==> config.mk <==
export PLATFORM = sky130hd
export DESIGN_NAME = rr_arb_req_queue_bank_flat
export DESIGN_NICKNAME = d
export VERILOG_FILES = /design/src/rtl/rr_arb_req_queue_bank_if.sv /design/src/rtl/rr_arb_req_queue_bank.sv /design/src/flat_wrapper.sv
export SDC_FILE = /design/constraint.sdc
export NUM_CORES = 1
export LEC_CHECK = 0
export ABC_AREA = 0
export CAP_MARGIN = 20
export CORE_MARGIN = 2
export CORE_UTILIZATION = 50
export DETAILED_ROUTE_END_ITERATION = 7
export PLACE_DENSITY = 0.76
export SLEW_MARGIN = 10
export SYNTH_ARGS = -nofsm -noshare
export SYNTH_HDL_FRONTEND = slang
export SYNTH_SLANG_ARGS = --single-unit
==> constraint.sdc <==
create_clock -name clk -period 4.35 [get_ports clk]
set_clock_uncertainty 0.15 [all_clocks]
set_input_delay 0.87 -clock clk [delete_from_list [all_inputs] [get_ports clk]]
set_output_delay 0.87 -clock clk [all_outputs]
set_load 0.01 [all_outputs]
==> src/rtl/rr_arb_req_queue_bank_if.sv <==
`default_nettype none
// ============================================================================
// Module   : rr_arb_req_queue_bank_if
// Purpose  : Push, arbiter and output handshake bundle for the request queue bank.
// Revision : 1.0 - initial release
// ============================================================================
interface rr_arb_req_queue_bank_if #(
    parameter int N_INPUT = 4,
    parameter int DATA_W  = 64
);
    localparam int N_INPUT_WIDTH = $clog2(N_INPUT);

    logic [N_INPUT-1:0]        in_vld_i;
    logic [N_INPUT*DATA_W-1:0] in_data_i;
    logic [N_INPUT-1:0]        in_rdy_o;
    logic [N_INPUT-1:0]        arb_req_o;
    logic [N_INPUT-1:0]        arb_grt_i;
    logic [N_INPUT_WIDTH-1:0]  arb_grt_idx_i;
    logic                      arb_update_o;
    logic                      out_vld_o;
    logic [DATA_W-1:0]         out_data_o;
    logic [N_INPUT_WIDTH-1:0]  out_port_o;
    logic                      out_rdy_i;

    modport slave (
        input  in_vld_i, in_data_i, arb_grt_i, arb_grt_idx_i, out_rdy_i,
        output in_rdy_o, arb_req_o, arb_update_o, out_vld_o, out_data_o, out_port_o
    );

    modport master (
        output in_vld_i, in_data_i, arb_grt_i, arb_grt_idx_i, out_rdy_i,
        input  in_rdy_o, arb_req_o, arb_update_o, out_vld_o, out_data_o, out_port_o
    );
endinterface
`default_nettype wire

==> src/rtl/rr_arb_req_queue_bank.sv <==
`default_nettype none
// ============================================================================
// Module   : rr_arb_req_queue_bank
// Purpose  : Per-port FIFOs feeding a round-robin arbiter; muxes the granted head.
//            Optional macro RR_ARB_REQ_QUEUE_FULL_BYPASS_EN lets a full port push while popping.
// Revision : 1.0 - initial release
// ============================================================================
module rr_arb_req_queue_bank #(
    parameter int N_INPUT = 4,
    parameter int DATA_W  = 64,
    parameter int DEPTH   = 2
) (
    input  wire logic               clk,
    input  wire logic               rst,
    rr_arb_req_queue_bank_if.slave  bus
);
    localparam int N_INPUT_WIDTH = $clog2(N_INPUT);
    localparam int c_PTR_W       = (DEPTH > 1) ? $clog2(DEPTH) : 1;
    localparam int c_CNT_W       = $clog2(DEPTH + 1);
    localparam logic [c_CNT_W-1:0] c_FULL = c_CNT_W'(DEPTH);
    localparam logic [c_PTR_W-1:0] c_LAST = c_PTR_W'(DEPTH - 1);

    logic [N_INPUT-1:0] w_req;
    logic [N_INPUT-1:0] w_pop;
    logic [N_INPUT-1:0] w_rdy;
    logic [N_INPUT-1:0] w_push;
    logic [DATA_W-1:0]  w_head [N_INPUT];
    logic [DATA_W-1:0]  w_data;
    logic               w_vld;
    logic               w_fire;

    // Explicit wrap keeps non-power-of-two depths correct.
    function automatic logic [c_PTR_W-1:0] f_next(input logic [c_PTR_W-1:0] p);
        return (p == c_LAST) ? '0 : p + 1'b1;
    endfunction

    assign w_vld  = |w_req;
    assign w_fire = w_vld & bus.out_rdy_i;

    for (genvar gi = 0; gi < N_INPUT; gi++) begin : g_port
        logic [c_PTR_W-1:0] r_rd;
        logic [c_PTR_W-1:0] r_wr;
        logic [c_CNT_W-1:0] r_cnt;
        logic [DATA_W-1:0]  r_mem [DEPTH];

        assign w_req[gi] = (r_cnt != '0);
        assign w_pop[gi] = w_fire & bus.arb_grt_i[gi] & w_req[gi];
`ifdef RR_ARB_REQ_QUEUE_FULL_BYPASS_EN
        assign w_rdy[gi] = (r_cnt != c_FULL) | w_pop[gi];
`else
        assign w_rdy[gi] = (r_cnt != c_FULL);
`endif
        assign w_push[gi] = bus.in_vld_i[gi] & w_rdy[gi];
        assign w_head[gi] = r_mem[r_rd];

        always_ff @(posedge clk) begin
            if (rst) begin
                r_rd  <= '0;
                r_wr  <= '0;
                r_cnt <= '0;
            end else begin
                if (w_push[gi]) r_wr <= f_next(r_wr);
                if (w_pop[gi])  r_rd <= f_next(r_rd);
                case ({w_push[gi], w_pop[gi]})
                    2'b10:   r_cnt <= r_cnt + 1'b1;
                    2'b01:   r_cnt <= r_cnt - 1'b1;
                    default: r_cnt <= r_cnt;
                endcase
            end
        end

        // Storage carries no reset; only the occupancy state is cleared.
        always_ff @(posedge clk) begin
            if (w_push[gi]) r_mem[r_wr] <= bus.in_data_i[gi*DATA_W +: DATA_W];
        end
    end

    always_comb begin
        w_data = '0;
        for (int p = 0; p < N_INPUT; p++) begin
            if (bus.arb_grt_idx_i == N_INPUT_WIDTH'(p)) w_data = w_head[p];
        end
    end

    assign bus.in_rdy_o     = w_rdy;
    assign bus.arb_req_o    = w_req;
    assign bus.arb_update_o = w_fire;
    assign bus.out_vld_o    = w_vld;
    assign bus.out_data_o   = w_data;
    assign bus.out_port_o   = w_vld ? bus.arb_grt_idx_i : '0;
endmodule
`default_nettype wire

==> src/flat_wrapper.sv <==
// flat-port wrapper written by rule: the top's interface ports become plain ports
module rr_arb_req_queue_bank_flat 
#(
    parameter int N_INPUT = 4,
    parameter int DATA_W  = 64,
    parameter int DEPTH   = 2
)
  (clk, rst, bus_in_vld_i, bus_in_data_i, bus_arb_grt_i, bus_arb_grt_idx_i, bus_out_rdy_i, bus_in_rdy_o, bus_arb_req_o, bus_arb_update_o, bus_out_vld_o, bus_out_data_o, bus_out_port_o);
  rr_arb_req_queue_bank_if #(.N_INPUT(N_INPUT), .DATA_W(DATA_W)) bus_i ();
  input  wire logic clk;
  input  wire logic rst;
  input wire logic [$bits(bus_i.in_vld_i)-1:0] bus_in_vld_i;
  input wire logic [$bits(bus_i.in_data_i)-1:0] bus_in_data_i;
  input wire logic [$bits(bus_i.arb_grt_i)-1:0] bus_arb_grt_i;
  input wire logic [$bits(bus_i.arb_grt_idx_i)-1:0] bus_arb_grt_idx_i;
  input wire logic [$bits(bus_i.out_rdy_i)-1:0] bus_out_rdy_i;
  output wire logic [$bits(bus_i.in_rdy_o)-1:0] bus_in_rdy_o;
  output wire logic [$bits(bus_i.arb_req_o)-1:0] bus_arb_req_o;
  output wire logic [$bits(bus_i.arb_update_o)-1:0] bus_arb_update_o;
  output wire logic [$bits(bus_i.out_vld_o)-1:0] bus_out_vld_o;
  output wire logic [$bits(bus_i.out_data_o)-1:0] bus_out_data_o;
  output wire logic [$bits(bus_i.out_port_o)-1:0] bus_out_port_o;
  assign bus_i.in_vld_i = bus_in_vld_i;
  assign bus_i.in_data_i = bus_in_data_i;
  assign bus_i.arb_grt_i = bus_arb_grt_i;
  assign bus_i.arb_grt_idx_i = bus_arb_grt_idx_i;
  assign bus_i.out_rdy_i = bus_out_rdy_i;
  assign bus_in_rdy_o = bus_i.in_rdy_o;
  assign bus_arb_req_o = bus_i.arb_req_o;
  assign bus_arb_update_o = bus_i.arb_update_o;
  assign bus_out_vld_o = bus_i.out_vld_o;
  assign bus_out_data_o = bus_i.out_data_o;
  assign bus_out_port_o = bus_i.out_port_o;
  rr_arb_req_queue_bank #(.N_INPUT(N_INPUT), .DATA_W(DATA_W), .DEPTH(DEPTH)) u_core (.clk(clk), .rst(rst), .bus(bus_i));
endmodule
# ---- Yosys cells after proc, flatten, opt, wreduce, memory -nomap -nowiden
# Memories as Yosys holds them, arrays and structs flattened. A register that Yosys moved wholly into a read port is not among the register bits.
# Cells that the tools add are included.
dict set report word_totals {
  reg_bits 16
  ram_bits 512
  input_bits 269
  out_inout_bits 76
  word_cells 103
  n_memories 4
}
dict set report classes {
  n_addsub 16
  n_eq_ne 15
  n_mux 33
  n_bitwise 13
  reduce_logical 10
}
# name depth width rd rd_clocked_by_memory_dff wr line
set memory_table {}
lappend memory_table {{u_core.g_port[0].r_mem} 2 64 1 1 1 rr_arb_req_queue_bank.sv:44} ;# logic [DATA_W-1:0] r_mem [DEPTH];
lappend memory_table {{u_core.g_port[1].r_mem} 2 64 1 1 1 rr_arb_req_queue_bank.sv:44}
lappend memory_table {{u_core.g_port[2].r_mem} 2 64 1 1 1 rr_arb_req_queue_bank.sv:44}
lappend memory_table {{u_core.g_port[3].r_mem} 2 64 1 1 1 rr_arb_req_queue_bank.sv:44}
# operator n
set ops {}
lappend ops {{$mux 64} 4}
lappend ops {{$mux 1} 24}
lappend ops {{$pmux 2 s2} 4}
lappend ops {{$reduce_bool 2->1} 8}
lappend ops {{$and 1x1->1} 13}
lappend ops {{$eq 2x2->1 const B} 6}
lappend ops {{$eq 2x1->1 const B} 5}
lappend ops {{$add 1x1->1 const B} 8}
lappend ops {{$add 2x1->2 const B} 4}
lappend ops {{$ne 2x2->1 const B} 4}
lappend ops {{$sub 2x1->2 const B} 4}
lappend ops {{$reduce_or 4->1} 1}
lappend ops {{$logic_not 2->1} 1}
lappend ops {{$mux 2} 1}

# ---- Logic depth before layout (Yosys ltp)
# Gate-level depths: netlist (run 1).
dict set report logic_depth {
  depth_word 7
  ltp_mapped 6
  mapped_depth_nobuf 6
}

# ---- Worst setup path after synthesis (run 1)
# OpenSTA, ideal clock, no wires.
dict set report synth_path {
  kind {input -> register}
  from {input bus_in_vld_i[0]}
  to {memory u_core.g_port[0].r_mem[1][0], enable pin}
  setup_time_ns 0.429
  arrival_time_ns 2.425
  required_time_ns 3.771
  path_slack_ns 1.346
  path_stages 1
  path_buffers 0
  path_cell_list {and3_1}
}
dict set report synth_between {
  elab_chain_cells 3
}
# element line
set synth_rtl {}
lappend synth_rtl {{start: declaration} flat_wrapper.sv:12} ;# input wire logic [$bits(bus_i.in_vld_i)-1:0] bus_in_vld_i;
lappend synth_rtl {{$and 1x1->1} rr_arb_req_queue_bank.sv:53} ;# assign w_push[gi] = bus.in_vld_i[gi] & w_rdy[gi];
lappend synth_rtl {{$mux 1} rr_arb_req_queue_bank.sv:74} ;# if (w_push[gi]) r_mem[r_wr] <= bus.in_data_i[gi*DATA_W +: DATA_W];
lappend synth_rtl {{$mux 1 (implied by the code)} rr_arb_req_queue_bank.sv:74}
lappend synth_rtl {{end: declaration} rr_arb_req_queue_bank.sv:44}
# No other way between the ends.

# ---- Final worst setup path (run 1)
dict set report layout_path {
  from {input bus_arb_grt_idx_i[0]}
  to {output bus_out_data_o[23]}
}
dict set report layout_between {
  elab_chain_cells 5
  elab_cells_between_ends 8
  classes_between {3 x eq/ne; 4 x mux; 1 x reduce/logical}
}
# element line
set layout_rtl {}
lappend layout_rtl {{start: declaration} flat_wrapper.sv:15} ;# input wire logic [$bits(bus_i.arb_grt_idx_i)-1:0] bus_arb_grt_idx_i;
lappend layout_rtl {{$logic_not 2->1} rr_arb_req_queue_bank.sv:81} ;# if (bus.arb_grt_idx_i == N_INPUT_WIDTH'(p)) w_data = w_head[p];
lappend layout_rtl {{$mux 64 (3 in a row)} rr_arb_req_queue_bank.sv:81}
lappend layout_rtl {{$mux 64 *} rr_arb_req_queue_bank.sv:81}
lappend layout_rtl {{end: declaration} flat_wrapper.sv:21} ;# output wire logic [$bits(bus_i.out_data_o)-1:0] bus_out_data_o;
# Every way passes the cells marked *; elsewhere a longest branch is shown, timed or not.

==> results_dict.tcl, run 1 <==
set metrics [dict create \
    outcome "finished clean" \
    cp_cell_sequence "clkdlybuf4s50_1 > nand2b_4 > buf_12 > o22ai_1 > a221oi_1 > clkdlybuf4s50_1" \
    ir_drop_uv 377.8 \
    grt_pass1_wl_um 72400 \
    dpl.cell_count 1893 \
    crit_type "in2out" \
    core_mm2 0.03991 \
    worst_slew_pin_slew_ps 1078 \
    clock-sinks 532 \
    drt_iter0_markers 851 \
    tns_ps 0 \
    dpl_cell_area_mm2 0.02451 \
    clockBufferDepth 3 \
    port_buffers 344 \
    cts_tree "yes" \
    area_growth_pct 29.47 \
    fin_crit_ps 4145 \
    maxSlewHeadroom_pct 28.13 \
    grt_pass1_vias 11990 \
    syn_area_mm2 0.02031 \
    netlist_instances 1060 \
    antenna_found_initial 14 \
    synth_seq_area_share_pct 77.69 \
    cap_violations 0 \
    post-route-period-util_pct 95.28 \
    die_y_um 205.5 \
    vias 11480 \
    cp.required_ps 3330 \
    clk_pin_slew_worst_paths_ps 60 \
    num-fill-cells 2681 \
    slowest_delay_ps 640 \
    syn_nets 1333 \
    grt_use_total_pct 23.52 \
    final_antenna_net_count 0 \
    whs_ps 352.1 \
    io_pins 345 \
    nets 1699 \
    synth.avg_cell_area_um2 19.16 \
    rows 73 \
    crit_path_start_kind "input pin" \
    htreeDepth 2 \
    leakagePower_uw 0.008537 \
    grt_setup_unrepaired "no" \
    wl_per_cell_um 25.29 \
    dieArea_mm2 0.04224 \
    gp_congestion 0.7826 \
    routed_wirelength_um 50530 \
    viasPerCell 5.743 \
    fmax_ghz 0.2413 \
    cts_root_buf "clkbuf_16" \
    numCtsBuffers 53 \
    setup_viol 0 \
    grt_max_degree 65 \
    p_total_uw 12950 \
    post-route-drc-count 0 \
    initial_core_util_pct 50.87 \
    fin_cells 1998 \
    arrival_ps 3120 \
    end_kind "output port" \
    layout-drive-gt1-share_pct 17.06 \
    ys_seq_elements 532 \
    post-dp-hpwl_um 31180 \
    cpMostUsedCell "clkdlybuf4s50_1" \
    dieWidth_um 205.5 \
    synth_area_leaders "edfxtp_1 76%, mux2_2 7.1%, mux2i_1 6.3%" \
    synth_top_cell_area_share_pct 75.72 \
    final-hold-violation-count 0 \
    overflow 0 \
    ys_warn_count 0 \
    finalMaxSlewViolations 0 \
    ys_types 30 \
    postLayoutCellArea_mm2 0.02629 \
    synth_top_area_cell "edfxtp_1" \
    path_max_fanout 32 \
    dr.pass1.iters 5 \
    cpMaxStageDelayCell "clkdlybuf4s50_1" \
    postCtsSetupBuffers 0 \
    clk-insertion-delay-late_ps 590 \
    hold_class "reg2reg" \
    powerDensity_mw_per_mm2 492.7 \
]
## where the power goes
part	switching, uW	leakage [uW]	internal [uW]
logic	1020	0.00276	1060
registers	223	0.00496	6220
clock network	1860	0.000820	2560
total	3110	0.00854	9840
## cells by family (layout without fill, tap and decap cells)
logic type / count (synthesis) / count (layout) / synth area share (%)
multiplexers: 256 / 256 / 13.41
flip-flops: 532 / 532 / 77.69
AO/OA/AOI/OAI: 148 / 148 / 5.373
XOR/XNOR: 12 / 12 / 0.5176
adder cells (fa/ha/maj): 4 / 4 / 0.2465
AND/OR/NAND/NOR: 44 / 44 / 1.208
buffers and inverters: 64 / 469 / 1.559
other: 0 / 8 / 0
## metal layers
metal	vias to the layer above	routed length [um]	global-route usage, %
met4	10	1146	7.554
li1	5086	-	-
met3	83	4178	6.383
met1	5817	20370	31.08
met2	479	24770	38.05
met5	-	71	0
## final timing paths
check / start / endpoint / slack (ps) / cells after the start
worst max register to register: u_core.g_port[0].r_cnt[0]$_SDFFE_PP0P_ / u_core.g_port[0].r_mem[0][59]$_DFFE_PP_ / 1890 / 4
worst min register to register: u_core.g_port[3].r_rd$_SDFFE_PP0P_ / u_core.g_port[3].r_rd$_SDFFE_PP0P_ / 350 / 2
worst min-delay path: u_core.g_port[3].r_rd$_SDFFE_PP0P_ / u_core.g_port[3].r_rd$_SDFFE_PP0P_ / 350 / 2
worst max-delay path: bus_arb_grt_idx_i[0] / bus_out_data_o[23] / 210 / 6
## layout by cell type, fill, tap and decap left out, types with 5 or more instances in the layout
master / synthesis / layout
a21oi_1: 8 / 8
a221oi_1: 64 / 63
buf_12: 0 / 16
buf_4: 13 / 6
clkbuf_1: 21 / 11
clkbuf_16: 0 / 55
clkbuf_8: 0 / 5
clkdlybuf4s50_1: 0 / 344
clkinv_1: 0 / 9
clkinv_2: 0 / 10
dfxtp_1: 20 / 16
diode_2: 0 / 8
edfxtp_1: 512 / 512
mux2_2: 128 / 128
mux2i_1: 128 / 128
nor2_1: 13 / 12
o22ai_1: 64 / 64
xor2_1: 8 / 8
## cells in the mapped netlist, drive strengths merged
master	count
edfxtp	512
mux2	128
mux2i	128
a221oi	64
o22ai	64
buf	34
clkbuf	22
dfxtp	20
nor2	13
a21oi	8
inv	8
xor2	8
nand2	5
nand2b	5
a21bo	4
and3	4
ha	4
nand3b	4
o211ai	4
o21ai	4
or2	4
or3	4
xnor2	4
and2	3
nor2b	1
or4	1
## timing repair
action                     4_1_cts  5_1_grt
resized for setup                0        1
hold buffers                     0        0
setup endpoints to repair        0        1
## worst max-delay path, delay by kind of cell
| family | cells | cell delay [ps] |
|---|---|---|
| AND/OR/NAND/NOR | 1 | 280 |
| buffers and inverters | 3 | 1510 |
| AO/OA/AOI/OAI | 2 | 440 |
## state kept, by name (all words and copies together) (netlist names), named ones only
signal,count
u_core.g_port.r_mem,512
u_core.g_port.r_cnt,8
u_core.g_port.r_rd,4
u_core.g_port.r_wr,4
## cell type report
cell class	instances	area (um^2)	area share, %
clock inverter	23	195.2	0.7424
multi-input combinational	464	4270	16.24
tap	525	656.9	2.499
sequential	532	15790	60.06
clock buffer	71	1486	5.654
timing repair buffer	367	3836	14.59
inverter	8	35.03	0.1333
antenna	8	20.02	0.07615
## metrics by stage
stage                     util, %  setup slack [ps]
after floorplan                 -              1346
after global placement      61.42             158.4
after detailed placement    61.42             119.6
after CTS                   65.63             108.6
after global routing        65.84             108.1
final                       65.87             205.2
Note: power is estimated with default switching activity, not from simulation.
==> inputs of run 2 (changes only) <==
--- a/config.mk
+++ b/config.mk
@@ -8,3 +8,2 @@
 export ABC_AREA = 0
-export CAP_MARGIN = 20
 export CORE_MARGIN = 2
--- a/constraint.sdc
+++ b/constraint.sdc
@@ -4,2 +4,2 @@
 set_output_delay 0.87 -clock clk [all_outputs]
-set_load 0.01 [all_outputs]
+set_load 0.05 [all_outputs]
==> results_dict.tcl, run 2 (synthesized netlist as in run 1, its figures left out) <==
set metrics [dict create \
    drt_iter0_markers 847 \
    wl_per_cell_um 25.92 \
    post-route-period-util_pct 91.25 \
    ir_drop_uv 544.4 \
    grt_pass1_vias 12330 \
    powerDensity_mw_per_mm2 509.8 \
    area_growth_pct 32.20 \
    cts_tree "yes" \
    cts_resized 0 \
    routed_wirelength_um 51930 \
    post-dp-hpwl_um 32220 \
    outcome "finished clean" \
    mostFrequentLayoutCells "512 x edfxtp_1, 280 x clkdlybuf4s50_1, 128 x mux2i_1, 128 x mux2_2, 75 x buf_12" \
    grt_max_degree 65 \
    slowest_delay_ps 820 \
    cts_root_buf "clkbuf_16" \
    dr.pass1.iters 5 \
    cpMostUsedCell "buf_12" \
    crit_path_start_kind "input pin" \
    post-route-drc-count 0 \
    layout-drive-gt1-share_pct 21.19 \
    overflow 0 \
    cp.required_ps 3330 \
    antenna_found_initial 13 \
    leakagePower_uw 0.008860 \
    vias 11490 \
    io_pins 345 \
    grt_use_total_pct 24.70 \
    cp_cell_sequence "clkdlybuf4s50_1 > nor2b_4 > buf_12 > a221oi_1 > buf_12" \
    dieWidth_um 205.5 \
    clk_pin_slew_worst_paths_ps 60 \
    dieArea_mm2 0.04224 \
    initial_core_util_pct 50.87 \
    grt_pass1_wl_um 75730 \
    top_register "u_core.g_port.r_mem" \
    worst_slew_pin_slew_ps 1085 \
    nets 1699 \
    maxSlewHeadroom_pct 27.69 \
    path_max_fanout 37 \
    setup_viol 0 \
    core_mm2 0.03991 \
    viasPerCell 5.737 \
    numCtsBuffers 53 \
    crit_type "in2out" \
    htreeDepth 2 \
    clockBufferDepth 3 \
    port_buffers 344 \
    clock-sinks 532 \
    rows 73 \
    final_antenna_net_count 0 \
    fin_crit_ps 3969 \
    final_common_cell "edfxtp_1" \
    cpMaxStageDelayCell "nor2b_4" \
    clk-insertion-delay-late_ps 580 \
    end_kind "output port" \
    tns_ps 0 \
    hold_class "reg2reg" \
    gp_congestion 0.7680 \
    largest_reg_flops 512 \
    finalMaxSlewViolations 0 \
    fmax_ghz 0.2519 \
    final-hold-violation-count 0 \
    reg_top3 "u_core.g_port.r_mem x512, u_core.g_port.r_cnt x8" \
    postCtsSetupBuffers 0 \
    grt_setup_unrepaired "no" \
    cts-hold-fix-buffers 0 \
    die_y_um 205.5 \
    whs_ps 349.4 \
    arrival_ps 2950 \
    cap_violations 0 \
]
==> run 2: cell types whose count changed in the layout (fill, tap and decap cells not counted), moves of 2 or more <==
cell             delta
clkinv_2            -3
buf_12             +59
clkdlybuf4s50_1    -64
diode_2             +2
clkbuf_1            +4
buf_4               +6
==> run 2: report_power, final <==
part	internal (uW)	switching, uW
clock network	2530	1860
registers	6220	222
logic	1270	1580
==> run 2: worst max-delay path: cells and delay by family <==
| family | cells | cell delay (ps) |
|---|---|---|
| buffers and inverters | 3 | 1010 |
| AO/OA/AOI/OAI | 1 | 200 |
| AND/OR/NAND/NOR | 1 | 820 |
==> run 2: per-layer routing <==
layer  vias up  GRT usage (%)  wire (um)
met5         -              0         46
met4         6          9.455       1538
met3       102          6.953       4411
met2       459          40.54      25540
met1      5841          31.28      20390
li1       5084              -          -
==> run 2: metrics by stage <==
stage               util (%)  total power [uW]  cell area [um^2]  setup WS (ps)  cells
floorplan                  -              8062             20310          665.1   1060
global placement       62.99              9324             25140          435.1   1896
detailed placement     62.99              9402             25140          397.8   1896
CTS                    67.19             13790             26820          399.8   1993
global route           67.21             14150             26830          313.4   1997
finish                 67.25             13680             26840          380.5   2003
==> run 2: final cells by class <==
type / count / area, um^2
Tap cell: 525 / 656.9
Timing Repair Buffer: 367 / 4394
Clock inverter: 21 / 162.7
Sequential cell: 532 / 15790
Inverter: 8 / 35.03
Clock buffer: 76 / 1515
Fill cell: 2606 / 13070
Multi-Input combinational cell: 464 / 4264
Antenna cell: 10 / 25.02
==> run 2: worst paths after layout <==
path | cells past startpoint | slack, ps | start | endpoint
max | 5 | 380 | bus_arb_grt_idx_i[0] | bus_out_data_o[63]
min | 2 | 350 | u_core.g_port[1].r_rd$_SDFFE_PP0P_ | register
max reg2reg | 4 | 2090 | u_core.g_port[1].r_cnt[0]$_SDFFE_PP0P_ | u_core.g_port[1].r_mem[0][11]$_DFFE_PP_
min reg2reg | 2 | 350 | u_core.g_port[1].r_rd$_SDFFE_PP0P_ | register
==> inputs of run 3 (changes only) <==
- CELL_PAD_IN_SITES_DETAIL_PLACEMENT: unset -> 2
- CELL_PAD_IN_SITES_GLOBAL_PLACEMENT: unset -> 2
- CORE_UTILIZATION: 50 -> 42
- PLACE_DENSITY: 0.76 -> unset
- PLACE_DENSITY_LB_ADDON: unset -> 0.1
==> results_dict.tcl, run 3 (synthesized netlist as in run 1, its figures left out) <==
set metrics [dict create \
    outcome "finished clean" \
    rows 80 \
    vias 11700 \
    maxSlewHeadroom_pct 39.19 \
    drt_iter0_markers 789 \
    cap_violations 0 \
    final_common_cell "edfxtp_1" \
    grt_max_degree 65 \
    numCtsBuffers 57 \
    tns_ps 0 \
    largest_reg_flops 512 \
    layout-drive-gt1-share_pct 21.12 \
    hold_class "reg2reg" \
    postLayoutCellArea_mm2 0.02703 \
    port_buffers 344 \
    final-hold-violation-count 0 \
    powerDensity_mw_per_mm2 515.5 \
    ir_drop_uv 382.1 \
    clock-sinks 532 \
    viasPerCell 5.561 \
    num-fill-cells 4047 \
    path_max_fanout 22 \
    dr.pass1.iters 6 \
    post-route-drc-count 0 \
    clk_pin_slew_worst_paths_ps 60 \
    preCtsSetupSlack_ps 332.9 \
    setup_viol 0 \
    crit_path_start_kind "input pin" \
    post-route-period-util_pct 93.18 \
    gp_congestion 0.7404 \
    dieWidth_um 223.9 \
    overflow 0 \
    fin_util_pct 56.61 \
    leakagePower_uw 0.008896 \
    whs_ps 372.6 \
    core_mm2 0.04775 \
    fin_crit_ps 4053 \
    ff2ff_setup_slack_ps 1860 \
    initial_core_util_pct 42.53 \
    finalWorstSetupSlack_ps 296.6 \
    mostFrequentLayoutCells "512 x edfxtp_1, 280 x clkdlybuf4s50_1, 128 x mux2i_1, 128 x mux2_2, 78 x buf_12" \
    cts_resized 0 \
    cpMaxStageDelayCell "clkdlybuf4s50_1" \
    finalMaxSlewViolations 0 \
    wl_per_cell_um 31.25 \
    antenna_found_initial 24 \
    crit_type "in2out" \
    cts_root_buf "clkbuf_16" \
    post-dp-hpwl_um 41860 \
    critPathBufInv 3 \
    nets 1708 \
    final_antenna_net_count 0 \
    area_growth_pct 33.12 \
    cts_tree "yes" \
    clockBufferDepth 3 \
    grt_use_total_pct 26.11 \
    clk-insertion-delay-late_ps 590 \
    arrival_ps 3030 \
    dpl_cell_area_mm2 0.02532 \
    end_kind "output port" \
    grt_setup_unrepaired "no" \
    cp_cell_sequence "clkdlybuf4s50_1 > nand2b_4 > buf_12 > o22ai_1 > a221oi_1 > buf_12" \
    top_register "u_core.g_port.r_mem" \
    slowest_delay_ps 630 \
    cp.required_ps 3330 \
    routed_wirelength_um 65750 \
    crit_family "buffers and inverters" \
    fmax_ghz 0.2467 \
    die_y_um 223.9 \
    grt_pass1_vias 13470 \
    reg_top3 "u_core.g_port.r_mem x512, u_core.g_port.r_cnt x8" \
    dieArea_mm2 0.05012 \
    cts-hold-fix-buffers 0 \
    htreeDepth 2 \
    worst_slew_pin_slew_ps 912.2 \
    cpMostUsedCell "buf_12" \
    grt_pass1_wl_um 93610 \
    postCtsSetupBuffers 0 \
    io_pins 345 \
]
run 3: changes by cell type in the layout (fill, tap and decap cells not counted), sizes merged:
cell      before  now
clkinv        19   28
diode         10   12
inv            6    5
buf           87   92
clkinvlp       2    0
bufinv         2    1
clkbuf        76   75
run 3: stage by stage:
stage          cells  total power (uW)
3_5_place_dp    1991              9566
2_1_floorplan   1060              8062
6_report        2104             13940
5_1_grt         2102             14370
3_3_place_gp    1991              9425
4_1_cts         2092             14050
run 3: final timing paths:
path	from	to	cells past startpoint
hold reg to reg	u_core.g_port[0].r_cnt[1]$_SDFFE_PP0P_	u_core.g_port[0].r_cnt[1]$_SDFFE_PP0P_	2
setup reg to reg	u_core.g_port[1].r_cnt[0]$_SDFFE_PP0P_	u_core.g_port[1].r_mem[0][57]$_DFFE_PP_	4
hold / removal	u_core.g_port[0].r_cnt[1]$_SDFFE_PP0P_	u_core.g_port[0].r_cnt[1]$_SDFFE_PP0P_	2
setup / recovery	bus_arb_grt_idx_i[0]	bus_out_data_o[47]	6
run 3: tightest hold or removal path, stage by stage (launching register included):
cell and delay [ps]:
dfxtp_1 340, o21ai_0 80, a21oi_1 60
run 3: layer usage:
| metal | wire [um] | part of all wire [%] | up-vias | global-route usage (%) |
|---|---|---|---|---|
| met4 | 1636 | 2.5 | 26 | 9.118 |
| li1 | - | - | 5104 | - |
| met5 | 172 | 0.26 | - | 0 |
| met3 | 3414 | 5.2 | 121 | 5.902 |
| met2 | 34140 | 52 | 327 | 45.85 |
| met1 | 26400 | 40 | 6122 | 31.69 |
run 3: layout make-up:
type	instances	area, um^2	share of cell area (%)
Antenna cell	12	30.03	0.1111
Tap cell	615	769.5	2.847
Multi-Input combinational cell	464	4259	15.76
Clock buffer	75	1536	5.684
Sequential cell	532	15790	58.41
Clock inverter	26	141.4	0.5231
Timing Repair Buffer	372	4469	16.53
Inverter	8	35.03	0.1296
run 3: where the power goes:
group | internal [uW] | leakage (uW) | switching, uW
clock network | 2520 | 0.000819 | 1960
registers | 6230 | 0.00496 | 239
logic | 1290 | 0.00312 | 1700
total | 10000 | 0.00890 | 3900
